<file path="config.mk">
export PLATFORM = sky130hd
export DESIGN_NAME = branch_predictor
export DESIGN_NICKNAME = d
export VERILOG_FILES = /design/src/rtl/cpu_pkg.sv /design/src/rtl/sat_counter2.sv /design/src/rtl/branch_predictor.sv
export SDC_FILE = /design/constraint.sdc
export NUM_CORES = 2
export LEC_CHECK = 0
export BUFFER_PORTS_ARGS = -buffer_cell sky130_fd_sc_hd__buf_2
export CAP_MARGIN = 30
export CORE_MARGIN = 5
export CORE_UTILIZATION = 56
export DETAILED_ROUTE_END_ITERATION = 6
export PLACE_DENSITY_LB_ADDON = 0.08
export SYNTH_ARGS = -nofsm -noshare
export SYNTH_HDL_FRONTEND = slang
export SYNTH_SLANG_ARGS = --single-unit
</file>
<file path="constraint.sdc">
create_clock -name CLOCK -period 34.6 [get_ports CLOCK]
set_clock_uncertainty 0.1 [all_clocks]
set_input_delay 10.38 -clock CLOCK [delete_from_list [all_inputs] [get_ports CLOCK]]
set_output_delay 10.38 -clock CLOCK [all_outputs]
set_load 0.005 [all_outputs]
</file>
<file path="src/rtl/cpu_pkg.sv">
// Shared CPU definitions: direction-counter encodings and the BTB entry layout.
// Entry fields are sized at the widest supported PC; the predictor uses only the low bits.
package cpu_pkg;

    typedef enum logic [1:0] {
        CTR_SNT = 2'b00,
        CTR_WNT = 2'b01,
        CTR_WT  = 2'b10,
        CTR_ST  = 2'b11
    } ctr_t;

    localparam ctr_t CTR_RESET = CTR_WNT;

    localparam int BTB_FIELD_W = 64;

    typedef struct packed {
        logic                   valid;
        logic [BTB_FIELD_W-1:0] tag;
        logic [BTB_FIELD_W-1:0] target;
        ctr_t                   ctr;
    } btb_entry_t;

endpackage

</file>
<file path="src/rtl/sat_counter2.sv">
// 2-bit saturating direction counter next-state function; purely combinational.
// force_strong overrides the count and jumps straight to strong-taken.
module sat_counter2
    import cpu_pkg::*;
(
    input  ctr_t ctr_in,
    input  logic taken,
    input  logic force_strong,
    output ctr_t ctr_out
);

    always_comb begin
        ctr_out = ctr_in;
        if (force_strong) begin
            ctr_out = CTR_ST;
        end else if (taken) begin
            if (ctr_in != CTR_ST) ctr_out = ctr_t'(ctr_in + 2'd1);
        end else begin
            if (ctr_in != CTR_SNT) ctr_out = ctr_t'(ctr_in - 2'd1);
        end
    end

endmodule

</file>
<file path="src/rtl/branch_predictor.sv">
// Direct-mapped BTB with per-entry 2-bit direction counters; zero-latency lookup,
// training and misprediction detection on resolved branches, saturating statistics.
module branch_predictor
    import cpu_pkg::*;
#(
    parameter int ENTRIES = 16,
    parameter int ADDR_W  = 32,
    parameter int STAT_W  = 16
) (
    input  logic              CLOCK,
    input  logic              RESET,
    input  logic [ADDR_W-1:0] LookupPC,
    output logic              PredTaken,
    output logic [ADDR_W-1:0] PredNextPC,
    input  logic              UpdateEN,
    input  logic [ADDR_W-1:0] UpdatePC,
    input  logic              UpdateIsJump,
    input  logic              UpdateTaken,
    input  logic [ADDR_W-1:0] UpdateTarget,
    input  logic              UpdatePredTaken,
    input  logic [ADDR_W-1:0] UpdatePredNextPC,
    output logic              Mispredict,
    output logic [ADDR_W-1:0] RecoverPC,
    output logic [STAT_W-1:0] UpdateCount,
    output logic [STAT_W-1:0] MispredCount
);

    localparam int IDX_W = $clog2(ENTRIES);
    localparam int TAG_W = ADDR_W - IDX_W - 2;

    btb_entry_t btb [ENTRIES];

    logic [IDX_W-1:0] lk_idx, up_idx;
    logic [TAG_W-1:0] lk_tag, up_tag;
    btb_entry_t       lk_ent, up_ent, new_ent;
    logic             lk_hit, up_hit, wr_en;
    ctr_t             hit_ctr;
    logic [ADDR_W-1:0] actual_npc;

    assign lk_idx = LookupPC[IDX_W+1:2];
    assign lk_tag = LookupPC[ADDR_W-1:IDX_W+2];
    assign up_idx = UpdatePC[IDX_W+1:2];
    assign up_tag = UpdatePC[ADDR_W-1:IDX_W+2];

    // Lookup reads the registered table, so a same-cycle update is not visible here.
    assign lk_ent     = btb[lk_idx];
    assign lk_hit     = lk_ent.valid && (lk_ent.tag == BTB_FIELD_W'(lk_tag));
    assign PredTaken  = lk_hit && (lk_ent.ctr inside {CTR_WT, CTR_ST});
    assign PredNextPC = PredTaken ? lk_ent.target[ADDR_W-1:0] : LookupPC + ADDR_W'(4);

    assign up_ent = btb[up_idx];
    assign up_hit = up_ent.valid && (up_ent.tag == BTB_FIELD_W'(up_tag));

    sat_counter2 u_ctr (
        .ctr_in       (up_ent.ctr),
        .taken        (UpdateTaken),
        .force_strong (UpdateIsJump),
        .ctr_out      (hit_ctr)
    );

    always_comb begin
        new_ent = up_ent;
        wr_en   = 1'b0;
        if (UpdateEN) begin
            if (up_hit) begin
                wr_en       = 1'b1;
                new_ent.ctr = hit_ctr;
                if (UpdateTaken || UpdateIsJump)
                    new_ent.target = BTB_FIELD_W'(UpdateTarget);
            end else if (UpdateTaken) begin
                // Allocation evicts whatever occupied this index.
                wr_en          = 1'b1;
                new_ent.valid  = 1'b1;
                new_ent.tag    = BTB_FIELD_W'(up_tag);
                new_ent.target = BTB_FIELD_W'(UpdateTarget);
                new_ent.ctr    = UpdateIsJump ? CTR_ST : CTR_WT;
            end
        end
    end

    assign actual_npc = UpdateTaken ? UpdateTarget : UpdatePC + ADDR_W'(4);
    assign RecoverPC  = actual_npc;
    assign Mispredict = UpdateEN && (UpdatePredNextPC != actual_npc);

    always_ff @(posedge CLOCK) begin
        if (RESET) begin
            for (int i = 0; i < ENTRIES; i++) begin
                btb[i].valid <= 1'b0;
                btb[i].ctr   <= CTR_RESET;
            end
            UpdateCount  <= '0;
            MispredCount <= '0;
        end else begin
            if (wr_en) btb[up_idx] <= new_ent;
            if (UpdateEN && (UpdateCount != {STAT_W{1'b1}}))
                UpdateCount <= UpdateCount + STAT_W'(1);
            if (Mispredict && (MispredCount != {STAT_W{1'b1}}))
                MispredCount <= MispredCount + STAT_W'(1);
        end
    end

    // The fetch-time direction bit is implied by the carried next PC.
    logic unused_bits;
    assign unused_bits = ^{UpdatePredTaken, lk_ent.target};

endmodule

</file>
# Word level (Yosys, flattened, before mapping)
# Memories as Yosys holds them, arrays and structs flattened.
# Cells that the tools add are included.
# classes
add_sub_neg	6
eq_ne	8
n_mux	23
n_reduce_logical	10
# ops
operator	count
131-bit 2-to-1 mux	3
131-bit OR reduction	1
64-bit by 26-bit == test with 1-bit output	2
66-bit 2-to-1 mux	1
65-bit 2-to-1 mux	1
32-bit by 3-bit adder with 32-bit output, second input constant	2
32-bit 2-to-1 mux	2
64-bit 2-to-1 mux	1
16-bit by 1-bit adder with 16-bit output, second input constant	2
16-bit != test, second input constant	2
32-bit != test	1
2-bit 2-to-1 mux	5
1-bit 2-to-1 mux	9
1-bit logical AND	6
2-bit == test, second input constant	2
4-bit 2-to-1 mux	1
2-bit nonzero test	2
2-bit by 1-bit adder with 2-bit output, second input constant	1
2-bit != test, second input constant	1
2-bit by 1-bit subtractor with 2-bit output, second input constant	1
1-bit logical OR	1
# totals
regBits	32
ramBits	2096
in_bits	134
output_inout_bits	98
wordCells	50
n_memories	1
# mem_list
memory	depth	width	read_ports	rd_clocked_by_memory_dff	write_ports	line_no	source
btb	16	131	2	0	16	branch_predictor.sv:31	btb_entry_t btb [ENTRIES];

# Logic depth before layout (Yosys ltp)
# An unclocked memory read counts as a cell.
# logic_depth
depth_word	10
ltp_mapped	18
depth_no_buf	12

# Modules after synthesis
# From an unflattened synthesis, not the netlist that was laid out.
# hier_totals
cells_unflattened	4171
area_unflattened_um2	75681.3
# modules_own_cells
module	n_inst	cells_per_inst	area_each_um2	seq_area_each_um2
branch_predictor	1	4164	75645.0	48206.2
sat_counter2	1	7	36.3	0.0

# Worst setup path before layout
# No wires, ideal clock.
# synth_timing
kind	input-to-output
from	input LookupPC[2]
to	output PredNextPC[22]
t_arrival_ns	13.642
required_time_ns	24.120
path_slack_ns	10.478
stages	12
path_buffers	5
cell_sequence	buf_2 buf_2 buf_1 mux4_2 mux4_2 xnor2_1 nand2_1 nor4b_1 and4b_1 buf_2 buf_2 mux2_2
# synth_via
elab_chain_len	5
word_cells_on_any_way	9
cone_classes	1 x add/sub; 3 x eq/ne; 1 x mux; 3 x reduce/logical; 1 x memory
# synth_lines
element	line_no	source
start: declaration	branch_predictor.sv:12	input logic [ADDR_W-1:0] LookupPC,
memory 16 x 131 bit	--	
64-bit by 26-bit == test with 1-bit output / 2-bit == test (equally long branches)	branch_predictor.sv:47, branch_predictor.sv:48	
1-bit logical AND / 2-bit nonzero test (equally long branches)	branch_predictor.sv:47, branch_predictor.sv:48	
1-bit logical AND	branch_predictor.sv:48	assign PredTaken = lk_hit && (lk_ent.ctr inside {CTR_WT, CTR_ST});
32-bit 2-to-1 mux *	branch_predictor.sv:49	assign PredNextPC = PredTaken ? lk_ent.target[ADDR_W-1:0] : LookupPC + ADDR_W'(4);
end: declaration	branch_predictor.sv:14	output logic [ADDR_W-1:0] PredNextPC,
# Every way passes the cells marked *; elsewhere a longest branch is shown, timed or not.

# Final worst setup path
# layout_timing
from	input LookupPC[3]
to	output PredNextPC[19]
# The elaborated chain is that of the path after synthesis.

==> summary.md <==
| Metric | Value |
|---|---|
| Minimum clock period | `~27 ns` |
| Clk buf depth | `3` |
| Pin count of the biggest net entering global routing | `~110` |
| Post-synth EDFFs | `roughly 1.6k` |
| CP Depth | `13` |
| Final wirelength | `between 200000 and 250000 um` |
| Yosys reg bits | `1616` |
| Sink Count | `1616` |
| Placed Cells | `6096` |
| Post CTS Setup Buffer Count | `0` |
| Hold path cells | `2` |
| Req. time, crit path | `24.12 ns` |
| Row cnt | `135` |
| Rel. slew slack | `0.226` |
| Slowest stage cell, crit path | `buf_4` |
| Core Box Area | `135000 sq um` |
| Post-route ant nets | `0` |
| DR vias | `46.4k` |
| Critical Path Start Type | `input pin` |
| Num CTS Buffers | `167` |
| Max Clock Freq | `37.1 MHz` |
| CTS Root Cell | `clkbuf_16` |
| Htree depth | `4` |
| Global router's overall resource usage | `0.330` |
| Static Leak | `about 0.027 uW` |
| Cell Chain, Critical Path | `buf_8, buf_4, buf_4, buf_4, mux4_2, mux4_2, xnor2_1, nand4_1, nor3_1, and4b_2, buf_4, mux2_2, buf_2` |
| Worst-Margin Slew | `1.16 ns` |
| Post-DR vias/cell | `7.22` |
| WP buf/inv | `6` |
| Drt pass-1 iters | `6` |
| Met3 global-route usage | `0.0839` |
| Vias in the first global route | `45.3k` |
| Initial antenna violation count | `23` |
| Syn Nets | `4392` |
| Arrival @ worst endpoint | `16.44 ns` |
| Mapped Area | `76000 sq um` |
| Post-Synthesis Cells | `4251` |
| Worst setup EP type | `primary output` |
| Worst r2r path cells | `11` |
| Crit-path max FO | `65` |
| CTS tree | `done` |
| RSZ-0062 raised after global routing | `no` |
| Most used routing layer | `met2` |
| Remaining DRCs | `0` |
| Family with the most delay on the worst path | `buffers and inverters` |
| Die H | `between 300 and 400 um` |
| Die area | `about 140000 sq um` |
| Commonest non-fill, non-tap cell in the layout | `edfxtp_1` |
| Fillers | `9542` |
| Setup TNS | `0 ns` |
| Clk slew on worst S/H paths | `0.07 ns` |
| Drt initial violations | `6326` |
| GRT overflow | `0` |
| IO Port Bufs | `between 200 and 250` |
| Dpl hpwl | `~150000 um` |
| Most frequent cells in the layout | `edfxtp_1 (1584), mux4_2 (667), buf_2 (224)` |
| Clk Latency, worst-skew pair | `0.81 ns` |
| Synth Flop Type | `edfxtp_1` |
| NumNets Final | `4635` |
| Reg area | `48200 sq um` |
| Fraction of layout cells with a size suffix above 1 | `0.300` |
| Final setup violating endpoints | `0` |
| Sequential fraction of the synthesis area | `0.634` |
| # Max-Cap Violations | `0` |
| Status | `completed` |
| Fin crit share | `0.778` |
| Met2 Usage GRT | `0.498` |
| Average size of a mapped cell | `17.9 sq um` |
| Final Max Tran Viols | `0` |
| Routability cong. | `0.920` |
| CP peak stage delay | `0.84 ns` |
| Critical path type | `input pin to primary output` |
| Final Hold Vio Count | `0` |
| Yosys cell types | `~90` |
| Chip width | `378 um` |
| Met1 Use GR | `0.470` |
| Fin cells | `~6.4k` |
| HP Class | `flip-flop to flip-flop` |
| Yosys warns | `0` |
| Post-synth ARST share | `0` |
| Footprint of the multi-input gates | `26500 sq um` |
| # IOs | `232` |
| First-pass GRT wire length | `about 330000 um` |
| Post-CTS sizing | `0` |
| Average wire per standard cell | `36.7 um` |
| Initial Util | `0.563` |
| CP most frequent cell | `buf_4` |
| Power Density | `52.0 nW/um^2` |
| Layout area overhead | `11.8%` |
| VDD IR max | `roughly 0.000045 V` |
| Hold-fix buffers at CTS | `0` |
[layer usage]
metal  wire length, um  part of all wire
met3             28000              0.12
met5               113           0.00048
met1             90300              0.38
met4             10300             0.043
met2            107000              0.46
[path summary, 6_finish.rpt]
| path | to | slack, ns | start |
|---|---|---|---|
| hold / removal | MispredCount[10] | 0.40 | MispredCount[10] |
| setup / recovery | PredNextPC[19] | 7.68 | LookupPC[3] |
| hold reg to reg | MispredCount[10] | 0.40 | MispredCount[10] |
| setup reg to reg | btb[9][12] | 28.06 | btb[12][100] |
[cell usage after synthesis, drive strengths merged (28+ instances only)]
master	n	area (sq um)
buf	159	878
xor2	65	569
mux4	667	15000
edfxtp	1584	47600
xnor2	88	771
a21oi	86	430
nand4	56	372
nand2	191	719
nor4	159	1010
and3	59	369
mux2	99	1130
nor2	95	359
inv	28	105
o21ai	78	390
clkbuf	128	482
nor3	64	330
mux2i	122	1220
nand3	67	335
a22oi	94	706
dfxtp	32	641
[per-stage QoR]
stage | power [uW] | utilization | hold slack (ns) | instance area (sq um) | setup slack (ns)
3_3_place_gp | 2630 | 0.585 | 0.381 | 79100 | 7.78
6_report | 4420 | 0.629 | 0.403 | 85000 | 7.68
3_5_place_dp | 2630 | 0.587 | 0.395 | 79300 | 7.75
4_1_cts | 4430 | 0.628 | 0.404 | 84800 | 7.76
2_1_floorplan | 2480 | - | 0.381 | 76000 | 10.48
5_1_grt | 4540 | 0.629 | 0.445 | 85000 | 7.55
[tightest hold or removal path, stage by stage (launching register included)]
cell and delay (ns):
dfxtp_1 0.33, o31ai_1 0.07, a21oi_1 0.06
[flip-flops by register name, indices dropped and copies added (netlist names)]
| signal | count |
|---|---|
| MispredCount | 16 |
| UpdateCount | 16 |
| btb | 1584 |
[final cells by class]
cell class | count | share of cell area
Sequential cell | 1616 | 0.567
Multi-Input combinational cell | 2318 | 0.312
Clock buffer | 212 | 0.0517
Timing Repair Buffer | 361 | 0.0288
Tap cell | 1781 | 0.0262
Clock inverter | 94 | 0.0127
Inverter | 30 | 0.00135
Antenna cell | 14 | 0.000412
[cells by family (layout without fill, tap and decap cells)]
family          after synthesis  after routing  synth area share
simple gates                852            852            0.0616
other cells                   0             14                 0
xor+xnor                    154            154            0.0179
mux                         888            888             0.229
fa+ha+maj                     7              7           0.00115
buf+inv                     317            697            0.0194
flops                      1616           1616             0.634
compound gates              417            417            0.0374
[where the power goes]
part	leakage (uW)	switching [uW]	internal (uW)
Clock	0.00266	764	1050
Sequential	0.0146	5.06	2190
Combinational	0.00985	259	144
Power figures use the tool's default switching activity.
